$ cat config.mk
export PLATFORM = sky130hd
export DESIGN_NAME = spi_reg_target
export DESIGN_NICKNAME = d
export VERILOG_FILES = /design/src/rtl/spi_reg_target_pkg.sv /design/src/rtl/spi_reg_target_fifo.sv /design/src/rtl/spi_reg_target.sv
export SDC_FILE = /design/constraint.sdc
export NUM_CORES = 1
export LEC_CHECK = 0
export ABC_AREA = 1
export CAP_MARGIN = 20
export CORE_MARGIN = 5
export CORE_UTILIZATION = 50
export DETAILED_ROUTE_END_ITERATION = 10
export PLACE_DENSITY = 0.7
export RECOVER_POWER = 25
export SLEW_MARGIN = 20
export SYNTH_ARGS = -nofsm -noshare
export SYNTH_HDL_FRONTEND = slang
export SYNTH_SLANG_ARGS = --single-unit
$ cat constraint.sdc
create_clock -name clk_i -period 4.6 [get_ports clk_i]
set_clock_uncertainty 0.1 [all_clocks]
set_input_delay 0.46 -clock clk_i [delete_from_list [all_inputs] [get_ports clk_i]]
set_output_delay 0.46 -clock clk_i [all_outputs]
set_load 0.1 [all_outputs]
$ cat src/rtl/spi_reg_target_pkg.sv
// -----------------------------------------------------------------------------
// spi_reg_target_pkg
//   Shared definitions for the SPI bridge register target:
//   - register addresses of the 8-bit register map
//   - CTRL / STATUS bit indices
//   - bus FSM state type
//   - status_pack(): assembles the STATUS byte from FIFO flags and stickies
// -----------------------------------------------------------------------------
package spi_reg_target_pkg;

    // Register map
    localparam int unsigned REG_CTRL   = 0;
    localparam int unsigned REG_STATUS = 1;
    localparam int unsigned REG_DATA   = 2;
    localparam int unsigned REG_LEVEL  = 3;

    // CTRL bits (7:2 are scratch)
    localparam int unsigned CTRL_CAPTURE_EN = 0;
    localparam int unsigned CTRL_FLUSH      = 1;

    // STATUS bits (7:4 hold the saturated FIFO level)
    localparam int unsigned STAT_EMPTY     = 0;
    localparam int unsigned STAT_FULL      = 1;
    localparam int unsigned STAT_OVERFLOW  = 2;
    localparam int unsigned STAT_UNDERRUN  = 3;
    localparam int unsigned STAT_LEVEL_LSB = 4;

    typedef enum logic [1:0] {
        ST_IDLE = 2'd0,
        ST_ACK  = 2'd1,
        ST_WAIT = 2'd2
    } state_e;

    // Level field is only four bits wide, so a full 16-entry FIFO reads as 15.
    function automatic logic [7:0] status_pack(input logic       empty,
                                               input logic       full,
                                               input logic       ovf,
                                               input logic       unr,
                                               input logic [7:0] level);
        logic [7:0] s;
        s                         = '0;
        s[STAT_EMPTY]             = empty;
        s[STAT_FULL]              = full;
        s[STAT_OVERFLOW]          = ovf;
        s[STAT_UNDERRUN]          = unr;
        s[STAT_LEVEL_LSB +: 4]    = (level > 8'd15) ? 4'hF : level[3:0];
        return s;
    endfunction

endpackage

$ cat src/rtl/spi_reg_target_fifo.sv
// -----------------------------------------------------------------------------
// fifo_sync
//   Synchronous byte FIFO, 2**FSIZE entries, show-ahead read data.
//   Ports:
//     clk_i, rst_ni      clock, asynchronous active-low reset
//     push_i, wdata_i    write request / data (ignored when full)
//     pop_i, rdata_o     read request (ignored when empty) / head of FIFO
//     flush_i            empty the FIFO; takes priority over push and pop
//     empty_o, full_o    status flags
//     level_o            entry count 0..2**FSIZE
// -----------------------------------------------------------------------------
module fifo_sync #(
    parameter int unsigned WIDTH = 8,
    parameter int unsigned FSIZE = 4
) (
    input  logic             clk_i,
    input  logic             rst_ni,
    input  logic             push_i,
    input  logic             pop_i,
    input  logic             flush_i,
    input  logic [WIDTH-1:0] wdata_i,
    output logic [WIDTH-1:0] rdata_o,
    output logic             empty_o,
    output logic             full_o,
    output logic [FSIZE:0]   level_o
);

    localparam int unsigned DEPTH = 1 << FSIZE;

    logic [WIDTH-1:0] mem_q [DEPTH];
    logic [FSIZE-1:0] wptr_q, rptr_q;
    logic [FSIZE:0]   level_q;
    logic             do_push, do_pop;

    assign empty_o = (level_q == '0);
    assign full_o  = (level_q == (FSIZE + 1)'(DEPTH));
    assign level_o = level_q;
    assign rdata_o = mem_q[rptr_q];

    assign do_push = push_i && !full_o;
    assign do_pop  = pop_i && !empty_o;

    always_ff @(posedge clk_i or negedge rst_ni) begin
        if (!rst_ni) begin
            wptr_q  <= '0;
            rptr_q  <= '0;
            level_q <= '0;
        end else if (flush_i) begin
            wptr_q  <= '0;
            rptr_q  <= '0;
            level_q <= '0;
        end else begin
            if (do_push) wptr_q <= wptr_q + 1'b1;
            if (do_pop)  rptr_q <= rptr_q + 1'b1;
            level_q <= level_q + (FSIZE + 1)'(do_push) - (FSIZE + 1)'(do_pop);
        end
    end

    // Storage carries no reset; contents are only visible once pushed.
    always_ff @(posedge clk_i) begin
        if (do_push && !flush_i) mem_q[wptr_q] <= wdata_i;
    end

endmodule

$ cat src/rtl/spi_reg_target.sv
// -----------------------------------------------------------------------------
// spi_reg_target
//   Wishbone-like bus target behind the SPI slave bridge's master port.
//   8-bit register map: CTRL(0x00) STATUS(0x01) DATA(0x02, pop-on-read)
//   LEVEL(0x03); a sample producer fills the FIFO through a valid/ready stream.
//   Ports:
//     clk_i, rst_ni              clock, asynchronous active-low reset
//     cyc_i stb_i we_i adr_i     bus request (stb_i one cycle per request)
//     dat_i / dat_o              write data / read data (valid with ack_o)
//     ack_o err_o                single-cycle acknowledge / error
//     wat_o                      wait, high while an empty DATA read stalls
//     rty_o                      always 0
//     status_o                   live STATUS byte for the bridge status phase
//     s_valid_i s_data_i         stream byte in
//     s_ready_o                  stream ready (FIFO not full)
//   Build option:
//     SPI_TARGET_STALL_EN  empty DATA reads wait (wat_o) up to STALL_LIMIT
//                          cycles for a byte, then end with err_o.
//                          Undefined: empty DATA read acks 0x00 at once.
// -----------------------------------------------------------------------------
module spi_reg_target
    import spi_reg_target_pkg::*;
#(
    parameter int unsigned      WIDTH       = 8,
    parameter int unsigned      ADDR        = 7,
    parameter int unsigned      FSIZE       = 4,
    parameter logic [WIDTH-1:0] CTRL_INIT   = 8'h00,
    parameter int unsigned      STALL_LIMIT = 15
) (
    input  logic             clk_i,
    input  logic             rst_ni,
    input  logic             cyc_i,
    input  logic             stb_i,
    input  logic             we_i,
    input  logic [ADDR-1:0]  adr_i,
    input  logic [WIDTH-1:0] dat_i,
    output logic [WIDTH-1:0] dat_o,
    output logic             ack_o,
    output logic             wat_o,
    output logic             rty_o,
    output logic             err_o,
    output logic [WIDTH-1:0] status_o,
    input  logic             s_valid_i,
    output logic             s_ready_o,
    input  logic [WIDTH-1:0] s_data_i
);

    if (WIDTH != 8) begin : g_width_check
        $error("spi_reg_target: WIDTH must be 8");
    end
    if (STALL_LIMIT == 0) begin : g_limit_check
        $error("spi_reg_target: STALL_LIMIT must be at least 1");
    end

    state_e           state_q;
    logic             ack_q, err_q, wat_q;
    logic [WIDTH-1:0] dat_q;
    logic [WIDTH-1:0] ctrl_q, ctrl_d;
    logic             ovf_q, ovf_d, unr_q, unr_d;

    logic             f_empty, f_full;
    logic [FSIZE:0]   f_level;
    logic [WIDTH-1:0] f_rdata;

    logic             accept, wr_acc, rd_acc;
    logic             is_ctrl, is_status, is_data, is_level;
    logic             push, pop, flush;
    logic             ovf_evt, unr_evt, rd_empty_data;
    logic [WIDTH-1:0] status_w, rd_data;

    assign is_ctrl   = (adr_i == ADDR'(REG_CTRL));
    assign is_status = (adr_i == ADDR'(REG_STATUS));
    assign is_data   = (adr_i == ADDR'(REG_DATA));
    assign is_level  = (adr_i == ADDR'(REG_LEVEL));

    assign accept        = (state_q == ST_IDLE) && cyc_i && stb_i;
    assign wr_acc        = accept && we_i;
    assign rd_acc        = accept && !we_i;
    assign rd_empty_data = rd_acc && is_data && f_empty;

    // Flush is a one-shot strobe taken straight from the write; it is never stored.
    assign flush   = wr_acc && is_ctrl && dat_i[CTRL_FLUSH];
    assign push    = s_valid_i && !f_full && ctrl_q[CTRL_CAPTURE_EN];
    assign ovf_evt = s_valid_i && f_full && ctrl_q[CTRL_CAPTURE_EN];

`ifdef SPI_TARGET_STALL_EN
    localparam int unsigned CNT_W = $clog2(STALL_LIMIT + 1);
    logic [CNT_W-1:0] cnt_q;
    logic             in_wait, timeout;

    assign in_wait = (state_q == ST_WAIT) && cyc_i;
    assign timeout = in_wait && f_empty && (cnt_q == CNT_W'(STALL_LIMIT - 1));
    assign pop     = (rd_acc && is_data && !f_empty) || (in_wait && !f_empty);
    assign unr_evt = timeout;
`else
    assign pop     = rd_acc && is_data && !f_empty;
    assign unr_evt = rd_empty_data;
`endif

    fifo_sync #(
        .WIDTH (WIDTH),
        .FSIZE (FSIZE)
    ) u_fifo (
        .clk_i   (clk_i),
        .rst_ni  (rst_ni),
        .push_i  (push),
        .pop_i   (pop),
        .flush_i (flush),
        .wdata_i (s_data_i),
        .rdata_o (f_rdata),
        .empty_o (f_empty),
        .full_o  (f_full),
        .level_o (f_level)
    );

    assign status_w = status_pack(f_empty, f_full, ovf_q, unr_q, 8'(f_level));

    always_comb begin
        rd_data = '0;
        if (is_ctrl)        rd_data = ctrl_q;
        else if (is_status) rd_data = status_w;
        else if (is_data)   rd_data = f_rdata;
        else if (is_level)  rd_data = WIDTH'(f_level);
    end

    // Register map next state; a same-cycle event wins over a W1C clear.
    always_comb begin
        ctrl_d = ctrl_q;
        ovf_d  = ovf_q;
        unr_d  = unr_q;
        if (wr_acc && is_ctrl) begin
            ctrl_d             = dat_i;
            ctrl_d[CTRL_FLUSH] = 1'b0;
        end
        if (wr_acc && is_status) begin
            if (dat_i[STAT_OVERFLOW]) ovf_d = 1'b0;
            if (dat_i[STAT_UNDERRUN]) unr_d = 1'b0;
        end
        if (ovf_evt) ovf_d = 1'b1;
        if (unr_evt) unr_d = 1'b1;
    end

    always_ff @(posedge clk_i or negedge rst_ni) begin
        if (!rst_ni) begin
            ctrl_q <= CTRL_INIT;
            ovf_q  <= 1'b0;
            unr_q  <= 1'b0;
        end else begin
            ctrl_q <= ctrl_d;
            ovf_q  <= ovf_d;
            unr_q  <= unr_d;
        end
    end

    always_ff @(posedge clk_i or negedge rst_ni) begin
        if (!rst_ni) begin
            state_q <= ST_IDLE;
            ack_q   <= 1'b0;
            err_q   <= 1'b0;
            wat_q   <= 1'b0;
            dat_q   <= '0;
`ifdef SPI_TARGET_STALL_EN
            cnt_q   <= '0;
`endif
        end else begin
            ack_q <= 1'b0;
            err_q <= 1'b0;
            unique case (state_q)
                ST_IDLE: begin
                    if (accept) begin
                        if (rd_empty_data) begin
`ifdef SPI_TARGET_STALL_EN
                            state_q <= ST_WAIT;
                            wat_q   <= 1'b1;
                            cnt_q   <= '0;
`else
                            state_q <= ST_ACK;
                            ack_q   <= 1'b1;
                            dat_q   <= '0;
`endif
                        end else begin
                            state_q <= ST_ACK;
                            ack_q   <= 1'b1;
                            if (!we_i) dat_q <= rd_data;
                        end
                    end
                end
                ST_ACK: begin
                    state_q <= ST_IDLE;
                end
                ST_WAIT: begin
`ifdef SPI_TARGET_STALL_EN
                    if (!cyc_i) begin
                        state_q <= ST_IDLE;
                        wat_q   <= 1'b0;
                    end else if (!f_empty) begin
                        state_q <= ST_ACK;
                        wat_q   <= 1'b0;
                        ack_q   <= 1'b1;
                        dat_q   <= f_rdata;
                    end else if (timeout) begin
                        state_q <= ST_IDLE;
                        wat_q   <= 1'b0;
                        err_q   <= 1'b1;
                        dat_q   <= '0;
                    end else begin
                        cnt_q <= cnt_q + 1'b1;
                    end
`else
                    state_q <= ST_IDLE;
                    wat_q   <= 1'b0;
`endif
                end
                default: begin
                    state_q <= ST_IDLE;
                    wat_q   <= 1'b0;
                end
            endcase
        end
    end

    assign dat_o     = dat_q;
    assign ack_o     = ack_q;
    assign err_o     = err_q;
    assign wat_o     = wat_q;
    assign rty_o     = 1'b0;
    assign status_o  = status_w;
    assign s_ready_o = !f_full;

endmodule

==> out/qor.tcl, run 1 <==
set qor(fillerInstances) 1199
set qor(pre_antenna_drt_iters) 5
set qor(final_net_count) 850
set qor(clk_network_pwr_share_pct) 36.5
set qor(wl_per_cell_um) 16.3
set qor(post_cts_resized) 0
set qor(worst_setup_path_start_kind) {flip-flop}
set qor(insertion_delay_ns) 0.43
set qor(tritoncts) {yes}
set qor(largest_net_degree_at_the_start_of_global_routing) 69
set qor(dieArea_mm2) 0.0175
set qor(period_needed_ns) 3.29
set qor(final-seq-area_mm2) 0.00465
set qor(via_per_inst) 5.17
set qor(r2r-start) {u_fifo.level_o[2]$_DFF_PN0_}
set qor(number_of_endpoints_with_negative_hold_slack_in_the_final_report) 0
set qor(status) {finished, violations left}
set qor(route.antenna.remaining_nets) 0
set qor(grt_overflow) 0
set qor(io_buffers) 46
set qor(share_seq_of_total_power_pct) 45.7
set qor(clock_tree.root_cell) {sky130_fd_sc_hd__clkbuf_16}
set qor(post_cts_buffers) 0
set qor(ys_warnings) 0
set qor(grt_setup_unrepaired) {false}
set qor(initial_utilization_pct) 51.2
set qor(peakVddDrop_v) 0.000285
set qor(row_count) 44
set qor(drt-total-wl_mm) 16.4
set qor(die-height_um) 132
set qor(final_max_slew_viol_count) 33
set qor(postCtsHoldBufs) 0
set qor(leakage_nw) 3.77
set qor(cts.path.max_buffers) 2
set qor(cp_max_fo) 6
set qor(clock.fmax_ghz) 0.304
set qor(htree_levels) 4
set qor(finish.utilization_pct) 58.3
set qor(worst-slew-pin-transition_ns) 1.77
set qor(drc_errors) 0
set qor(count_of_cells_along_the_worst_hold_path) 1
set qor(failed_checks) {capacitance limit, slew limit}
set qor(power.density_cell_area_mw_per_mm2) 424
set qor(drtIter0Drc) 472
set qor(worst_hold_path_type) {flip-flop to flip-flop}
set qor(worstPathRequired_ns) 4.04
set qor(cts-buffers-inserted) 17
set qor(period_share_pct) 71.5
set qor(switch_pwr_mw) 1.04
set qor(cts.sink_count) 160
set qor(grt_antenna_before_repair) 0
set qor(reg2reg_to) {u_fifo.level_o[4]$_DFF_PN0_}
set qor(post_layout_nonfiller_instances) 1003
set qor(synth-seq-cells) 160
set qor(ioPinCount) 50
set qor(hold_end) {state_q[0]$_DFFE_PN0P_}
set qor(holdCritStartpoint) {state_q[0]$_DFFE_PN0P_}
set qor(routed-via-count) 5184
set qor(dp_hpwl_mm) 10.8
set qor(design.core.area_mm2) 0.0146
set qor(first_global_vias) 5108
set qor(placed_cells) 971
set qor(floorplan.die.width_um) 132
set qor(synthCells) 769
set qor(grt_use_total_pct) 19.1
set qor(power.internal_mw) 2.57
set qor(setup_ws_ns) 1.31
set qor(report.final.setup_viol) 0
set qor(totalNegativeSetupSlack_ns) 0
set qor(area.growth.synth_to_final_pct) 14.0
set qor(place_ws_ns) 1.07
set qor(worstSetupPathType) {flip-flop to output port}
set qor(timing.critical_path.to_type) {output port}
set qor(syn_avg_cell_area_um2) 9.71
set qor(netlist_area_mm2) 0.00747
set qor(seq_area_frac_synth_pct) 62.2
set qor(switching_part_of_the_total_power_pct) 28.8
set qor(clock_pin_slew_worst_setup_and_hold_paths_ns) 0.06
set qor(r2r.worst_path.cells) 15
set qor(r2r_setup_slack_ns) 1.53
set qor(count_of_different_cell_masters_after_synthesis) 31
set qor(slew-limit-headroom_pct) -17.7
set qor(cap_viol_max_count) 1
set qor(grt_pass1_wl_mm) 26.2
set qor(final_layout_size_suffix_gt1_share_pct) 6.59
set qor(routabilityCongestion) 0.878
set qor(diodes) 0
set qor(power.combinational.fraction_pct) 17.8
set qor(multi_input_combinational_cell_area_mm2) 0.00219
set qor(worst_ep_arrival_time_ns) 2.73
-- cell families after synthesis --
logic type / share of synthesized area [%]
AOI/OAI and AO/OA: 2.21
xor gates and xnor gates: 0.235
adders and majority gates: 2.61
buffers and inverters: 8.48
DFF: 62.2
muxes: 0.754
other: 0.0502
and+or+nand+nor: 23.4
-- routing by layer --
metal | vias to the layer above | wire (um) | global-route usage [%]
li1 | 2547 | - | -
met1 | 2464 | 6810 | 24.6
met2 | 140 | 8330 | 31.4
met3 | 33 | 791 | 4.01
met4 | 0 | 443 | 8.26
met5 | - | 0 | 0
-- layout make-up --
class,instances,area share (%)
Clock buffer,21,5.53
Clock inverter,11,1.04
Inverter,107,4.73
Multi-Input combinational cell,471,25.8
Sequential cell,160,54.6
Tap cell,184,2.71
Timing Repair Buffer,49,5.63
-- power by group through the flow --
| stage | Clock (mW) | Sequential, mW | Combinational (mW) |
|---|---|---|---|
| finish | 1.32 | 1.65 | 0.643 |
| global route | 1.40 | 1.65 | 0.701 |
| CTS | 1.33 | 1.65 | 0.647 |
| detailed placement | 0 | 1.68 | 0.643 |
| global placement | 0 | 1.68 | 0.623 |
| floorplan | 0 | 1.68 | 0.470 |
-- sequential cells by signal, summed over array words and instances, names as in the netlist --
name            count
u_fifo.mem_q      128
dat_o               8
ctrl_q              7
u_fifo.level_o      5
u_fifo.rptr_q       4
u_fifo.wptr_q       4
ack_o               1
ovf_q               1
state_q             1
unr_q               1
-- cells in the mapped netlist --
| cell type | n | area (um^2) |
|---|---|---|
| sky130_fd_sc_hd__nand2_1 | 251 | 942 |
| sky130_fd_sc_hd__clkinv_1 | 1 | 3.75 |
| sky130_fd_sc_hd__buf_2 | 8 | 40.0 |
| sky130_fd_sc_hd__o21ai_0 | 15 | 75.1 |
| sky130_fd_sc_hd__dfrtp_1 | 32 | 801 |
| sky130_fd_sc_hd__or2_2 | 2 | 12.5 |
| sky130_fd_sc_hd__a31oi_1 | 1 | 6.26 |
| sky130_fd_sc_hd__buf_4 | 10 | 75.1 |
| sky130_fd_sc_hd__nand2_2 | 2 | 12.5 |
| sky130_fd_sc_hd__nand3b_1 | 1 | 7.51 |
| sky130_fd_sc_hd__nand3_1 | 99 | 495 |
| sky130_fd_sc_hd__o21ai_1 | 3 | 15.0 |
| sky130_fd_sc_hd__a21oi_1 | 9 | 45.0 |
| sky130_fd_sc_hd__clkbuf_1 | 7 | 26.3 |
| sky130_fd_sc_hd__fa_1 | 1 | 20.0 |
| sky130_fd_sc_hd__nor2_4 | 5 | 56.3 |
| sky130_fd_sc_hd__inv_1 | 102 | 383 |
| sky130_fd_sc_hd__a21oi_2 | 1 | 8.76 |
| sky130_fd_sc_hd__mux2_2 | 5 | 56.3 |
| sky130_fd_sc_hd__o211ai_1 | 1 | 7.51 |
| sky130_fd_sc_hd__ha_1 | 14 | 175 |
| sky130_fd_sc_hd__nand4_1 | 3 | 18.8 |
| sky130_fd_sc_hd__o31ai_1 | 1 | 7.51 |
| sky130_fd_sc_hd__nor2_1 | 50 | 188 |
| sky130_fd_sc_hd__conb_1 | 1 | 3.75 |
| sky130_fd_sc_hd__nor2_2 | 1 | 6.26 |
| sky130_fd_sc_hd__xor2_1 | 2 | 17.5 |
| sky130_fd_sc_hd__inv_2 | 4 | 15.0 |
| sky130_fd_sc_hd__buf_6 | 8 | 90.1 |
| sky130_fd_sc_hd__nand2_4 | 1 | 11.3 |
| sky130_fd_sc_hd__edfxtp_1 | 128 | 3840 |
-- stage by stage --
stage / hold slack (ns) / cell area (um^2) / power (mW)
2_1_floorplan: 0.0644 / 7470 / 2.15
4_1_cts: 0.342 / 8520 / 3.63
3_3_place_gp: 0.338 / 7960 / 2.30
3_5_place_dp: 0.353 / 7960 / 2.32
6_report: 0.322 / 8510 / 3.61
5_1_grt: 0.344 / 8510 / 3.76
-- placed cells by master (no fill, tap or decap), types with 5 or more instances in the layout --
cell type / Yosys / layout
sky130_fd_sc_hd__dfrtp_1: 32 / 31
sky130_fd_sc_hd__a21oi_1: 9 / 9
sky130_fd_sc_hd__ha_1: 14 / 14
sky130_fd_sc_hd__nor2_1: 50 / 51
sky130_fd_sc_hd__clkbuf_16: 0 / 17
sky130_fd_sc_hd__o21ai_0: 15 / 15
sky130_fd_sc_hd__mux2_2: 5 / 5
sky130_fd_sc_hd__nand2_1: 251 / 251
sky130_fd_sc_hd__nor2_4: 5 / 5
sky130_fd_sc_hd__nand3_1: 99 / 99
sky130_fd_sc_hd__edfxtp_1: 128 / 128
sky130_fd_sc_hd__inv_1: 102 / 102
sky130_fd_sc_hd__dlygate4sd3_1: 0 / 6
sky130_fd_sc_hd__clkdlybuf4s50_1: 0 / 40
sky130_fd_sc_hd__clkinv_2: 0 / 8
-- worst max path at each step --
| stage | start | to | slack [ns] | cells after the start |
|---|---|---|---|---|
| floorplan | u_fifo.level_o[2]$_DFF_PN0_ | u_fifo.level_o[4]$_DFF_PN0_ | 1.39 | 13 |
| global placement | adr_i[3] | u_fifo.level_o[4]$_DFF_PN0_ | 1.21 | 16 |
| detailed placement | adr_i[3] | u_fifo.level_o[4]$_DFF_PN0_ | 1.07 | 16 |
| CTS | u_fifo.level_o[4]$_DFF_PN0_ | status_o[4] | 1.29 | 7 |
| global route | u_fifo.level_o[4]$_DFF_PN0_ | status_o[4] | 1.18 | 7 |
| finish | u_fifo.level_o[4]$_DFF_PN0_ | status_o[4] | 1.31 | 7 |
-- worst max-delay path, cell delays in order, from the launching register on --
cell	delay, ns
sky130_fd_sc_hd__dfrtp_1	0.43
sky130_fd_sc_hd__inv_1	0.18
sky130_fd_sc_hd__ha_1	0.17
sky130_fd_sc_hd__nand4_1	0.18
sky130_fd_sc_hd__nand2_1	0.10
sky130_fd_sc_hd__nor2_1	0.07
sky130_fd_sc_hd__inv_1	0.06
sky130_fd_sc_hd__clkdlybuf4s50_1	1.12
(Power assumes the default switching activity.)
==> inputs of run 2 (changes only) <==
--- a/config.mk
+++ b/config.mk
@@ -10,7 +10,7 @@
 export CORE_MARGIN = 5
 export CORE_UTILIZATION = 50
 export DETAILED_ROUTE_END_ITERATION = 10
-export PLACE_DENSITY = 0.7
+export PLACE_DENSITY = 0.73
 export RECOVER_POWER = 25
 export SLEW_MARGIN = 20
 export SYNTH_ARGS = -nofsm -noshare
==> constraint.sdc (replaced) <==
create_clock -name clk_i -period 2.8 [get_ports clk_i]
set_clock_uncertainty 0.1 [all_clocks]
set_input_delay 0.28 -clock clk_i [delete_from_list [all_inputs] [get_ports clk_i]]
set_output_delay 0.28 -clock clk_i [all_outputs]
set_load 0.1 [all_outputs]
==> run 2 against run 1 <==
The flow still finishes with violations (capacitance limit, slew limit). Die area unchanged. Critical path depth is 8 higher. Sequential power grew 63%. Sequential cell count is the same. Setup slack got worse by 1.2 ns. Global-route usage is 0.73 points higher. Utilization is 1.9 points higher. Largest cell class unchanged. Total power increased by 74%. Register-to-register slack lost 1.4 ns. Combinational power is 87% higher.
==> out/qor.tcl, run 2 (synthesized netlist as in run 1, its figures left out) <==
set qor(drtIter0Drc) 457 ;# was 472
set qor(worst_stage_delay_on_the_critical_path_ns) 0.38 ;# was 1.12 ns
set qor(final_net_count) 874 ;# was 850
set qor(switching_part_of_the_total_power_pct) 28.2 ;# was 28.8%
set qor(first_global_vias) 5275 ;# was 5,108
set qor(crit_path_top_delay_cell) {sky130_fd_sc_hd__dfrtp_1} ;# was sky130_fd_sc_hd__clkdlybuf4s50_1
set qor(grt_antenna_before_repair) 0 ;# unchanged
set qor(worstSetupPathType) {flip-flop to flip-flop} ;# was flip-flop to output port
set qor(layout.cells.most_common_list) {sky130_fd_sc_hd__nand2_1, sky130_fd_sc_hd__edfxtp_1, sky130_fd_sc_hd__nand3_1} ;# was sky130_fd_sc_hd__nand2_1, sky130_fd_sc_hd__edfxtp_1, sky130_fd_sc_hd__inv_1
set qor(worstSetupStartpoint) {u_fifo.level_o[2]$_DFF_PN0_} ;# was u_fifo.level_o[4]$_DFF_PN0_
set qor(htree_levels) 4 ;# unchanged
set qor(die-height_um) 132 ;# unchanged
set qor(grt_use_total_pct) 19.8 ;# was 19.1%
set qor(dieArea_mm2) 0.0175 ;# unchanged
set qor(insertion_delay_ns) 0.42 ;# was 0.43 ns
set qor(clock.fmax_ghz) 0.376
set qor(cts.path.max_buffers) 2 ;# unchanged
set qor(cp_max_fo) 4 ;# was 6
set qor(diodes) 0 ;# unchanged
set qor(routed-via-count) 5289 ;# was 5,184
set qor(drt-total-wl_mm) 17.1 ;# was 16.4 mm
set qor(slew-limit-headroom_pct) -21.1 ;# was -17.7%
set qor(critPathBufInv) 3 ;# unchanged
set qor(failed_checks) {capacitance limit, slew limit} ;# unchanged
set qor(grt_overflow) 0 ;# unchanged
set qor(power.internal_mw) 4.50 ;# was 2.57 mW
set qor(kind_of_cell_adding_the_most_delay_to_the_critical_path) {adder cells} ;# was buffers and inverters
set qor(placed_cells) 991 ;# was 971
set qor(number_of_endpoints_with_negative_hold_slack_in_the_final_report) 0 ;# unchanged
set qor(via_per_inst) 5.15 ;# was 5.17
set qor(timing.critical_path.to_type) {flip-flop} ;# was output port
set qor(area.growth.synth_to_final_pct) 17.7 ;# was 14.0%
set qor(wl_per_cell_um) 16.6 ;# was 16.3 um
set qor(switch_pwr_mw) 1.76 ;# was 1.04 mW
set qor(r2r-start) {u_fifo.level_o[2]$_DFF_PN0_} ;# unchanged
set qor(worst_setup_path_start_kind) {flip-flop} ;# unchanged
set qor(status) {finished, violations left} ;# unchanged
set qor(worst_path_cell_chain) {inv_2 > ha_4 > nand3_2 > nor2_4 > nor2_4 > ha_1 > inv_2 > ha_4 > inv_2 > fa_2 > or2_4 > a21oi_1 > nor2_1 > xor2_1 > nor2_1} ;# was inv_1 > ha_1 > nand4_1 > nand2_1 > nor2_1 > inv_1 > clkdlybuf4s50_1
set qor(totalNegativeSetupSlack_ns) 0 ;# unchanged
set qor(worst-slew-pin-transition_ns) 1.82 ;# was 1.77 ns
set qor(final_layout_size_suffix_gt1_share_pct) 14.5 ;# was 6.59%
set qor(initial_utilization_pct) 51.2 ;# unchanged
set qor(largest_register_ffs) 128 ;# unchanged
set qor(cap_viol_max_count) 1 ;# unchanged
set qor(share_seq_of_total_power_pct) 43.0 ;# was 45.7%
set qor(clk_network_pwr_share_pct) 37.8 ;# was 36.5%
set qor(floorplan.die.width_um) 132 ;# unchanged
set qor(worst_hold_path_type) {flip-flop to flip-flop} ;# unchanged
set qor(leading_cell_type_in_the_layout_fill_and_taps_excluded) {sky130_fd_sc_hd__nand2_1} ;# unchanged
set qor(r2r.worst_path.cells) 15 ;# unchanged
set qor(count_of_cells_along_the_worst_hold_path) 1 ;# unchanged
set qor(clock_tree.root_cell) {sky130_fd_sc_hd__clkbuf_16} ;# unchanged
set qor(route.antenna.remaining_nets) 0 ;# unchanged
set qor(worstPathRequired_ns) 3.05 ;# was 4.04 ns
set qor(leakage_nw) 3.93 ;# was 3.77 nW
set qor(power.combinational.fraction_pct) 19.2 ;# was 17.8%
set qor(report.final.setup_viol) 0 ;# unchanged
set qor(dp_hpwl_mm) 11.1 ;# was 10.8 mm
set qor(tritoncts) {yes} ;# unchanged
set qor(final_max_slew_viol_count) 33 ;# unchanged
set qor(reg_with_most_ffs) {u_fifo.mem_q} ;# unchanged
set qor(holdCritStartpoint) {state_q[0]$_DFFE_PN0P_} ;# unchanged
set qor(reg2reg_to) {u_fifo.level_o[4]$_DFF_PN0_} ;# unchanged
set qor(r2r_setup_slack_ns) 0.14 ;# was 1.53 ns
set qor(io_buffers) 46 ;# unchanged
set qor(largest_net_degree_at_the_start_of_global_routing) 69 ;# unchanged
set qor(period_needed_ns) 2.66
set qor(ioPinCount) 50 ;# unchanged
set qor(peakVddDrop_v) 0.000458 ;# was 0.000285 V
set qor(hold_end) {state_q[0]$_DFFE_PN0P_} ;# unchanged
set qor(row_count) 44 ;# unchanged
set qor(period_share_pct) 95.0
set qor(post_layout_nonfiller_instances) 1026 ;# was 1,003
set qor(cts.sink_count) 160 ;# unchanged
set qor(routabilityCongestion) 0.857 ;# was 0.878
set qor(design.core.area_mm2) 0.0146 ;# unchanged
set qor(worst_ep_arrival_time_ns) 2.91 ;# was 2.73 ns
set qor(clock_pin_slew_worst_setup_and_hold_paths_ns) 0.06 ;# about the same
set qor(pre_antenna_drt_iters) 5 ;# unchanged
set qor(drc_errors) 0 ;# unchanged
set qor(grt_pass1_wl_mm) 27.0 ;# was 26.2 mm
set qor(worst_path_most_repeated_cell) {sky130_fd_sc_hd__inv_2} ;# was sky130_fd_sc_hd__inv_1
set qor(cts-buffers-inserted) 17 ;# unchanged
set qor(power.density_cell_area_mw_per_mm2) 713 ;# was 424 mW/mm^2
[run 2: cell count changes in the layout (fill, tap and decap cells not counted), sizes merged]
cell and change:
clkinvlp +1, bufinv +3, dlygate4sd3 -1, clkdlybuf4s50 -17, clkbuf -2, buf +42
clkinv -3
[run 2: metal layers]
layer	global-route usage (%)	up-vias	share of wire, %
met5	0	-	0
met4	7.18	0	2.1
met2	33.6	187	51
li1	-	2593	-
met1	25.0	2479	41
met3	4.47	30	6.6
[run 2: power by group through the flow]
stage	sequential (mW)	clock, mW	combinational [mW]
finish	2.69	2.37	1.20
global route	2.70	2.48	1.31
CTS	2.69	2.38	1.16
detailed placement	2.74	0	1.14
global placement	2.74	0	1.12
floorplan	2.76	0	0.817
[run 2: per-stage QoR]
step | total power, mW | util (%) | hold WS [ns] | setup WS, ns | instance area (um^2)
6_report | 6.26 | 60.2 | 0.321 | 0.140 | 8790
5_1_grt | 6.50 | 60.2 | 0.332 | -0.0308 | 8790
4_1_cts | 6.24 | 60.0 | 0.168 | 0.0179 | 8760
3_5_place_dp | 3.88 | 55.9 | 0.334 | -0.287 | 8150
3_3_place_gp | 3.86 | 55.9 | 0.327 | -0.221 | 8150
2_1_floorplan | 3.58 | - | -0.116 | -0.309 | 7550
[run 2: layout make-up]
| class | instances | area (um^2) |
|---|---|---|
| clock inverters | 12 | 168 |
| inverters | 107 | 402 |
| multi-input cells | 471 | 2280 |
| clock buffers | 19 | 433 |
| well taps | 184 | 230 |
| repair buffers | 73 | 627 |
| fillers | 1194 | 5800 |
| flip-flops and latches | 160 | 4650 |
[run 2: repair_timing]
| item | CTS | global route |
|---|---|---|
| setup endpoints to repair | 1 | 1 |
| setup buffers | 1 | 3 |
| resized for setup | 0 | 4 |
| pin swaps | 0 | 2 |
| hold buffers | 0 | 0 |
[run 2: how the worst max path moves through the flow]
stage | endpoint | slack [ns] | cells after the start
2_1_floorplan | u_fifo.level_o[4]$_DFF_PN0_ | -0.31 | 13
3_3_place_gp | u_fifo.level_o[4]$_DFF_PN0_ | -0.22 | 17
3_5_place_dp | u_fifo.level_o[4]$_DFF_PN0_ | -0.29 | 17
4_1_cts | u_fifo.level_o[4]$_DFF_PN0_ | 0.02 | 15
5_1_grt | u_fifo.level_o[4]$_DFF_PN0_ | -0.03 | 15
6_report | u_fifo.level_o[4]$_DFF_PN0_ | 0.14 | 15
